File: config.mk
export PLATFORM = sky130hd
export DESIGN_NAME = ifft_frame_loader_flat
export DESIGN_NICKNAME = d
export VERILOG_FILES = /design/src/rtl/ifft_frame_loader_if.sv /design/src/rtl/ifft_frame_loader.sv /design/src/flat_wrapper.sv
export SDC_FILE = /design/constraint.sdc
export NUM_CORES = 2
export LEC_CHECK = 0
export ABC_AREA = 1
export CAP_MARGIN = 20
export CELL_PAD_IN_SITES_DETAIL_PLACEMENT = 0
export CELL_PAD_IN_SITES_GLOBAL_PLACEMENT = 1
export CORE_ASPECT_RATIO = 0.6
export CORE_MARGIN = 5
export CORE_UTILIZATION = 42
export DETAILED_ROUTE_END_ITERATION = 10
export GPL_TIMING_DRIVEN = 0
export PLACE_DENSITY_LB_ADDON = 0.1
export SKIP_LAST_GASP = 1
export SLEW_MARGIN = 40
export SYNTH_ARGS = -nofsm -noshare
export SYNTH_HDL_FRONTEND = slang
export SYNTH_SLANG_ARGS = --single-unit
export TNS_END_PERCENT = 5
File: constraint.sdc
create_clock -name clock -period 3.08 [get_ports clock]
set_input_delay 0.462 -clock clock [delete_from_list [all_inputs] [get_ports clock]]
set_output_delay 0.462 -clock clock [all_outputs]
set_load 0.005 [all_outputs]
File: src/rtl/ifft_frame_loader_if.sv
// Stream-in / frame-out bundle for the IFFT frame loader.
// The loader takes the slave side; the source/sink takes master.
interface ifft_frame_loader_if #(
  parameter int NUM_POINT = 8,
  parameter int DATA_W    = 32
);

  logic                              in_valid;
  logic                              in_ready;
  logic [DATA_W-1:0]                 in_real;
  logic [DATA_W-1:0]                 in_imag;
  logic                              in_last;

  logic                              frame_valid;
  logic                              frame_ready;
  logic [NUM_POINT-1:0][DATA_W-1:0]  frame_real;
  logic [NUM_POINT-1:0][DATA_W-1:0]  frame_imag;
  logic                              frame_short;
  logic [15:0]                       frame_count;

  modport master (
    output in_valid,
    output in_real,
    output in_imag,
    output in_last,
    output frame_ready,
    input  in_ready,
    input  frame_valid,
    input  frame_real,
    input  frame_imag,
    input  frame_short,
    input  frame_count
  );

  modport slave (
    input  in_valid,
    input  in_real,
    input  in_imag,
    input  in_last,
    input  frame_ready,
    output in_ready,
    output frame_valid,
    output frame_real,
    output frame_imag,
    output frame_short,
    output frame_count
  );

endinterface

File: src/rtl/ifft_frame_loader.sv
// Serial-to-parallel frame loader ahead of the 8-point IFFT core.
// Ping-pong banks: one loads while the other is held for the core.
module ifft_frame_loader #(
  parameter int NUM_POINT = 8,
  parameter int DATA_W    = 32,
  parameter int IDX_W     = 3
) (
  input  logic               clock,
  input  logic               reset,
  ifft_frame_loader_if.slave s
);

  typedef logic [NUM_POINT-1:0][DATA_W-1:0] bank_t;

  localparam logic [IDX_W-1:0] LAST_IDX = IDX_W'(NUM_POINT - 1);
  localparam logic [IDX_W-1:0] IDX_ONE  = IDX_W'(1);

  bank_t            re_q [2];
  bank_t            re_d [2];
  bank_t            im_q [2];
  bank_t            im_d [2];
  logic [1:0]       full_q;
  logic [1:0]       full_d;
  logic [1:0]       short_q;
  logic [1:0]       short_d;
  logic             wr_sel_q;
  logic             wr_sel_d;
  logic             rd_sel_q;
  logic             rd_sel_d;
  logic [IDX_W-1:0] wr_idx_q;
  logic [IDX_W-1:0] wr_idx_d;
  logic [15:0]      cnt_q;
  logic [15:0]      cnt_d;

  logic accept;
  logic consume;
  logic close;

  // Handshake decodes depend on registered state only.
  assign s.in_ready    = ~full_q[wr_sel_q];
  assign s.frame_valid = full_q[rd_sel_q];
  assign s.frame_real  = re_q[rd_sel_q];
  assign s.frame_imag  = im_q[rd_sel_q];
  assign s.frame_short = short_q[rd_sel_q];
  assign s.frame_count = cnt_q;

  assign accept  = s.in_valid & ~full_q[wr_sel_q];
  assign consume = full_q[rd_sel_q] & s.frame_ready;
  assign close   = accept & (s.in_last | (wr_idx_q == LAST_IDX));

  // Next state: load into the write bank, drain and zero the read bank.
  // Accept needs !full and consume needs full, so they never collide.
  always_comb begin
    re_d     = re_q;
    im_d     = im_q;
    full_d   = full_q;
    short_d  = short_q;
    wr_sel_d = wr_sel_q;
    rd_sel_d = rd_sel_q;
    wr_idx_d = wr_idx_q;
    cnt_d    = cnt_q;

    if (accept) begin
      re_d[wr_sel_q][wr_idx_q] = s.in_real;
      im_d[wr_sel_q][wr_idx_q] = s.in_imag;
      if (close) begin
        full_d[wr_sel_q]  = 1'b1;
        short_d[wr_sel_q] = (wr_idx_q != LAST_IDX);
        wr_sel_d          = ~wr_sel_q;
        wr_idx_d          = '0;
      end else begin
        wr_idx_d = wr_idx_q + IDX_ONE;
      end
    end

    // Zeroing here is what pads short frames later on.
    if (consume) begin
      full_d[rd_sel_q]  = 1'b0;
      short_d[rd_sel_q] = 1'b0;
      re_d[rd_sel_q]    = '0;
      im_d[rd_sel_q]    = '0;
      rd_sel_d          = ~rd_sel_q;
      cnt_d             = cnt_q + 16'd1;
    end
  end

  // State register with synchronous reset discarding any partial frame.
  always_ff @(posedge clock) begin
    if (reset) begin
      re_q[0]  <= '0;
      re_q[1]  <= '0;
      im_q[0]  <= '0;
      im_q[1]  <= '0;
      full_q   <= '0;
      short_q  <= '0;
      wr_sel_q <= 1'b0;
      rd_sel_q <= 1'b0;
      wr_idx_q <= '0;
      cnt_q    <= '0;
    end else begin
      re_q[0]  <= re_d[0];
      re_q[1]  <= re_d[1];
      im_q[0]  <= im_d[0];
      im_q[1]  <= im_d[1];
      full_q   <= full_d;
      short_q  <= short_d;
      wr_sel_q <= wr_sel_d;
      rd_sel_q <= rd_sel_d;
      wr_idx_q <= wr_idx_d;
      cnt_q    <= cnt_d;
    end
  end

endmodule

File: src/flat_wrapper.sv
// flat-port wrapper written by rule: the top's interface ports become plain ports
module ifft_frame_loader_flat 
#(
  parameter int NUM_POINT = 8,
  parameter int DATA_W    = 32,
  parameter int IDX_W     = 3
)
  (clock, reset, s_in_valid, s_in_real, s_in_imag, s_in_last, s_frame_ready, s_in_ready, s_frame_valid, s_frame_real, s_frame_imag, s_frame_short, s_frame_count);
  ifft_frame_loader_if #(.NUM_POINT(NUM_POINT), .DATA_W(DATA_W)) s_i ();
  input  logic clock;
  input  logic reset;
  input wire logic [$bits(s_i.in_valid)-1:0] s_in_valid;
  input wire logic [$bits(s_i.in_real)-1:0] s_in_real;
  input wire logic [$bits(s_i.in_imag)-1:0] s_in_imag;
  input wire logic [$bits(s_i.in_last)-1:0] s_in_last;
  input wire logic [$bits(s_i.frame_ready)-1:0] s_frame_ready;
  output wire logic [$bits(s_i.in_ready)-1:0] s_in_ready;
  output wire logic [$bits(s_i.frame_valid)-1:0] s_frame_valid;
  output wire logic [$bits(s_i.frame_real)-1:0] s_frame_real;
  output wire logic [$bits(s_i.frame_imag)-1:0] s_frame_imag;
  output wire logic [$bits(s_i.frame_short)-1:0] s_frame_short;
  output wire logic [$bits(s_i.frame_count)-1:0] s_frame_count;
  assign s_i.in_valid = s_in_valid;
  assign s_i.in_real = s_in_real;
  assign s_i.in_imag = s_in_imag;
  assign s_i.in_last = s_in_last;
  assign s_i.frame_ready = s_frame_ready;
  assign s_in_ready = s_i.in_ready;
  assign s_frame_valid = s_i.frame_valid;
  assign s_frame_real = s_i.frame_real;
  assign s_frame_imag = s_i.frame_imag;
  assign s_frame_short = s_i.frame_short;
  assign s_frame_count = s_i.frame_count;
  ifft_frame_loader #(.NUM_POINT(NUM_POINT), .DATA_W(DATA_W), .IDX_W(IDX_W)) u_core (.clock(clock), .reset(reset), .s(s_i));
endmodule
==> flow_summary.toml <==
[status]
status = "finished with violations"
violations = "setup timing"

[clock_network]
tritoncts_num_sinks = 1049
clkLatencyLatePin_ns = 0.72
root_buffer = "clkbuf_16"
clk_path_buf_depth = 3
ctsHtreeMaxLevel = 3
worst_setup_hold_path_clk_slew_ns = 0.07
tritoncts.num_buffers = 101
tritoncts = "built"

[detailed_routing]
routedLengthMet1_mm = 90.9
totalWireLength_mm = 214
top_layer = "met4"
wl_met2_mm = 87.6
dr_wl_met3_mm = 27.1
vias = 46700
drt_iter0_drcs = 6526
detail-route-antenna-nets = 0
detailedRoute.firstPassIterationCount = 8
drt-vias-per-instance = 5.42
post_drt_wl_per_cell_um = 24.8
drc = 0

[layout]
final_common_cell = "nand2_1"
layout.cells.non_filler = 8615
most-common-layout-cells = "nand2_1, nor2_1, dfxtp_1"
nNetsFinal = 7240
drive_gt1_frac = 0.0757
flow.area_growth_from_synthesis_pct = 27.4
postLayoutCellArea_um2 = 54800

[sta]
finalMaxSlewViolations = 0
final_hold_viol_count = 0
worst_max_slew_pin_slew_ns = 0.980
final.period_utilization = 1.04
timing.fmax_ghz = 0.314
max_slew_margin = 0.347
final.setup_skew_ns = 0.0136
grt_setup_unrepaired = "true"
finalSetupViolCount = 332
layout_min_cycle_time_ns = 3.19
postLayoutSetupSlackWorst_ns = -0.109

[synth]
netlist_instances = 6469
synth_seq_area_share = 0.488
yosysWarnings = 0
postSynthNetCount = 6541
postSynthAreaPerCell_um2 = 6.65
synth_cell_type_count = 25
synth_area_um2 = 43000
yosys_register_bits = 1049

[place]
placedInstanceArea_um2 = 50800
dp_hpwl_mm = 159
routabilityCongestion = 0.970
place_inst = 8411
placement.io_buffers = 593

[global_routing]
grt-ovfl-total = 0
first_global_vias = 41100
gr-usage-all-layers = 0.372
grt_pass1_wl_mm = 295
largest_net_degree_at_the_start_of_global_routing = 16
antenna_found_initial = 39

[critical_path]
regToRegStartpoint = "u_core.wr_idx_q[2]$_SDFFE_PP0N_"
r2r_slack_ns = 0.39
worst-path-buf-inv = 6
cp_slowest_cell = "clkdlybuf4s50_1"
critPathCaptureType = "output pin"
crit_path_max_incr_delay_ns = 0.54
worstSetupPathType = "reg2out"
launching_element_type_of_the_critical_path = "register"
worst-endpoint-required_ns = 2.62
timing.critical_path.mode_cell = "nand2_1"
r2r.worst_path.cells = 6
path_max_fanout = 10
cp_top_family = "buffers and inverters"
crit_path_cell_trace = "buf_4 -> inv_6 -> buf_12 -> clkbuf_16 -> clkbuf_4 -> nand2_1 -> nand2_1 -> clkdlybuf4s50_1"
critical_path_arrival_ns = 2.73
critical_path.reg2reg.endpoint = "u_core.re_q[137]$_SDFF_PP0_"

[flow_run]
max_capacitance_violation_total = 0

[worst_hold_path]
min_path_type = "in2reg"
hold_startpoint = "s_in_real[0]"
hold-path-endpoint = "u_core.re_q[384]$_SDFF_PP0_"
hold-path-cell-count = 3

[floorplanning]
initial_cell_density_of_the_core = 0.421
die_area_um2 = 109000
boundary_pins = 600
die_h_um = 258
core_area_um2 = 102000
row_count = 91
die_x_um = 423

[power_and_ir_drop]
power-per-cell-area_nw_per_um2 = 570
vdd.ir_drop.worst_mv = 0.398
total_power_mw = 31.3
p_leak_nw = 22.1
-- layout make-up --
cell class                 count  area (um2)
tap                         1348        1690
clock buffer                 152        3000
multi-input combinational   4804       19700
sequential                  1049       21000
clock inverter                34         404
inverter                     114         433
timing repair buffer         596        5950
fill                       10500       47400
buffer                       502        2610
antenna                       16        40.0
-- worst max path at each step --
stage,start,end,slack (ns),cells after the start
floorplan,u_core.rd_sel_q$_SDFFE_PP0P_,s_frame_imag[100],1.26,7
global placement,u_core.rd_sel_q$_SDFFE_PP0P_,s_frame_real[96],-0.68,8
detailed placement,u_core.rd_sel_q$_SDFFE_PP0P_,s_frame_real[96],-0.68,8
CTS,u_core.rd_sel_q$_SDFFE_PP0P_,s_frame_real[153],-0.09,8
global route,u_core.rd_sel_q$_SDFFE_PP0P_,s_frame_imag[171],-0.13,8
finish,u_core.rd_sel_q$_SDFFE_PP0P_,s_frame_imag[182],-0.11,8
-- layer usage --
metal,vias up,GRT usage
li1,21600,-
met1,22100,0.533
met2,2638,0.534
met3,363,0.105
met4,0,0.133
met5,-,0
-- timing repair --
item | 4_1_cts | 5_1_grt
gates resized for setup | 217 | 25
hold buffers | 0 | 0
setup endpoints to repair | 513 | 473
setup buffers | 1 | 0
-- tightest hold or removal path, delay by kind of cell --
| family | cells | cell delay [ns] |
|---|---|---|
| buffers and inverters | 1 | 0.25 |
| AO/OA/AOI/OAI | 1 | 0.21 |
| AND/OR/NAND/NOR | 1 | 0.05 |
-- cell families (layout without fill, tap and decap cells) --
group	count (synthesis)	after routing	synth area share
compound gates	1074	1074	0.125
xor+xnor	3	3	0.000611
buf+inv	616	1398	0.0584
other cells	0	16	0
simple gates	3724	3724	0.327
flops	1049	1049	0.488
fa+ha+maj	3	3	0.000872
-- sequential cells by signal (all words and copies together) (netlist names) --
name and cells:
u_core.s.frame_count 16, u_core.short_q 2, u_core.rd_sel_q 1, u_core.re_q 512, u_core.im_q 512, u_core.wr_idx_q 3, u_core.wr_sel_q 1, u_core.full_q 2
-- cells in the mapped netlist --
master    number  area share
nand2_1     2046        0.18
xnor2_1        2     0.00041
xor2_1         1     0.00020
buf_2        103       0.012
o21ai_2        1     0.00020
nor2_2         8      0.0012
buf_4         13      0.0023
clkbuf_1     370       0.032
buf_6          2     0.00052
nor2_4         2     0.00052
a21oi_1      262       0.030
ha_1           3     0.00087
nor2_1      1616        0.14
o21ai_0      767       0.089
buf_1          8     0.00070
inv_2         17      0.0015
inv_1         93      0.0081
dfxtp_1     1049        0.49
o21ai_1       44      0.0051
nor3_1         1     0.00012
clkbuf_2       6     0.00070
nand4_1        4     0.00058
nand3_1       44      0.0051
nand2_2        3     0.00044
clkinv_1       4     0.00035
-- report_power, final --
| part | internal (mW) | switching [mW] |
|---|---|---|
| clock | 7.41 | 5.82 |
| combinational | 1.19 | 2.81 |
| sequential | 13.9 | 0.167 |
| total | 22.5 | 8.79 |
-- metrics by stage --
stage | setup WS, ns | setup TNS (ns) | utilization | hold slack (ns)
global placement | -0.678 | -241.20 | 0.496 | 0.448
global route | -0.132 | -26.49 | 0.536 | 0.294
detailed placement | -0.678 | -115.94 | 0.497 | 0.453
floorplan | 1.26 | 0 | - | 0.439
finish | -0.109 | -10.94 | 0.536 | 0.315
CTS | -0.0902 | -13.36 | 0.535 | 0.265
(Power assumes the default switching activity.)
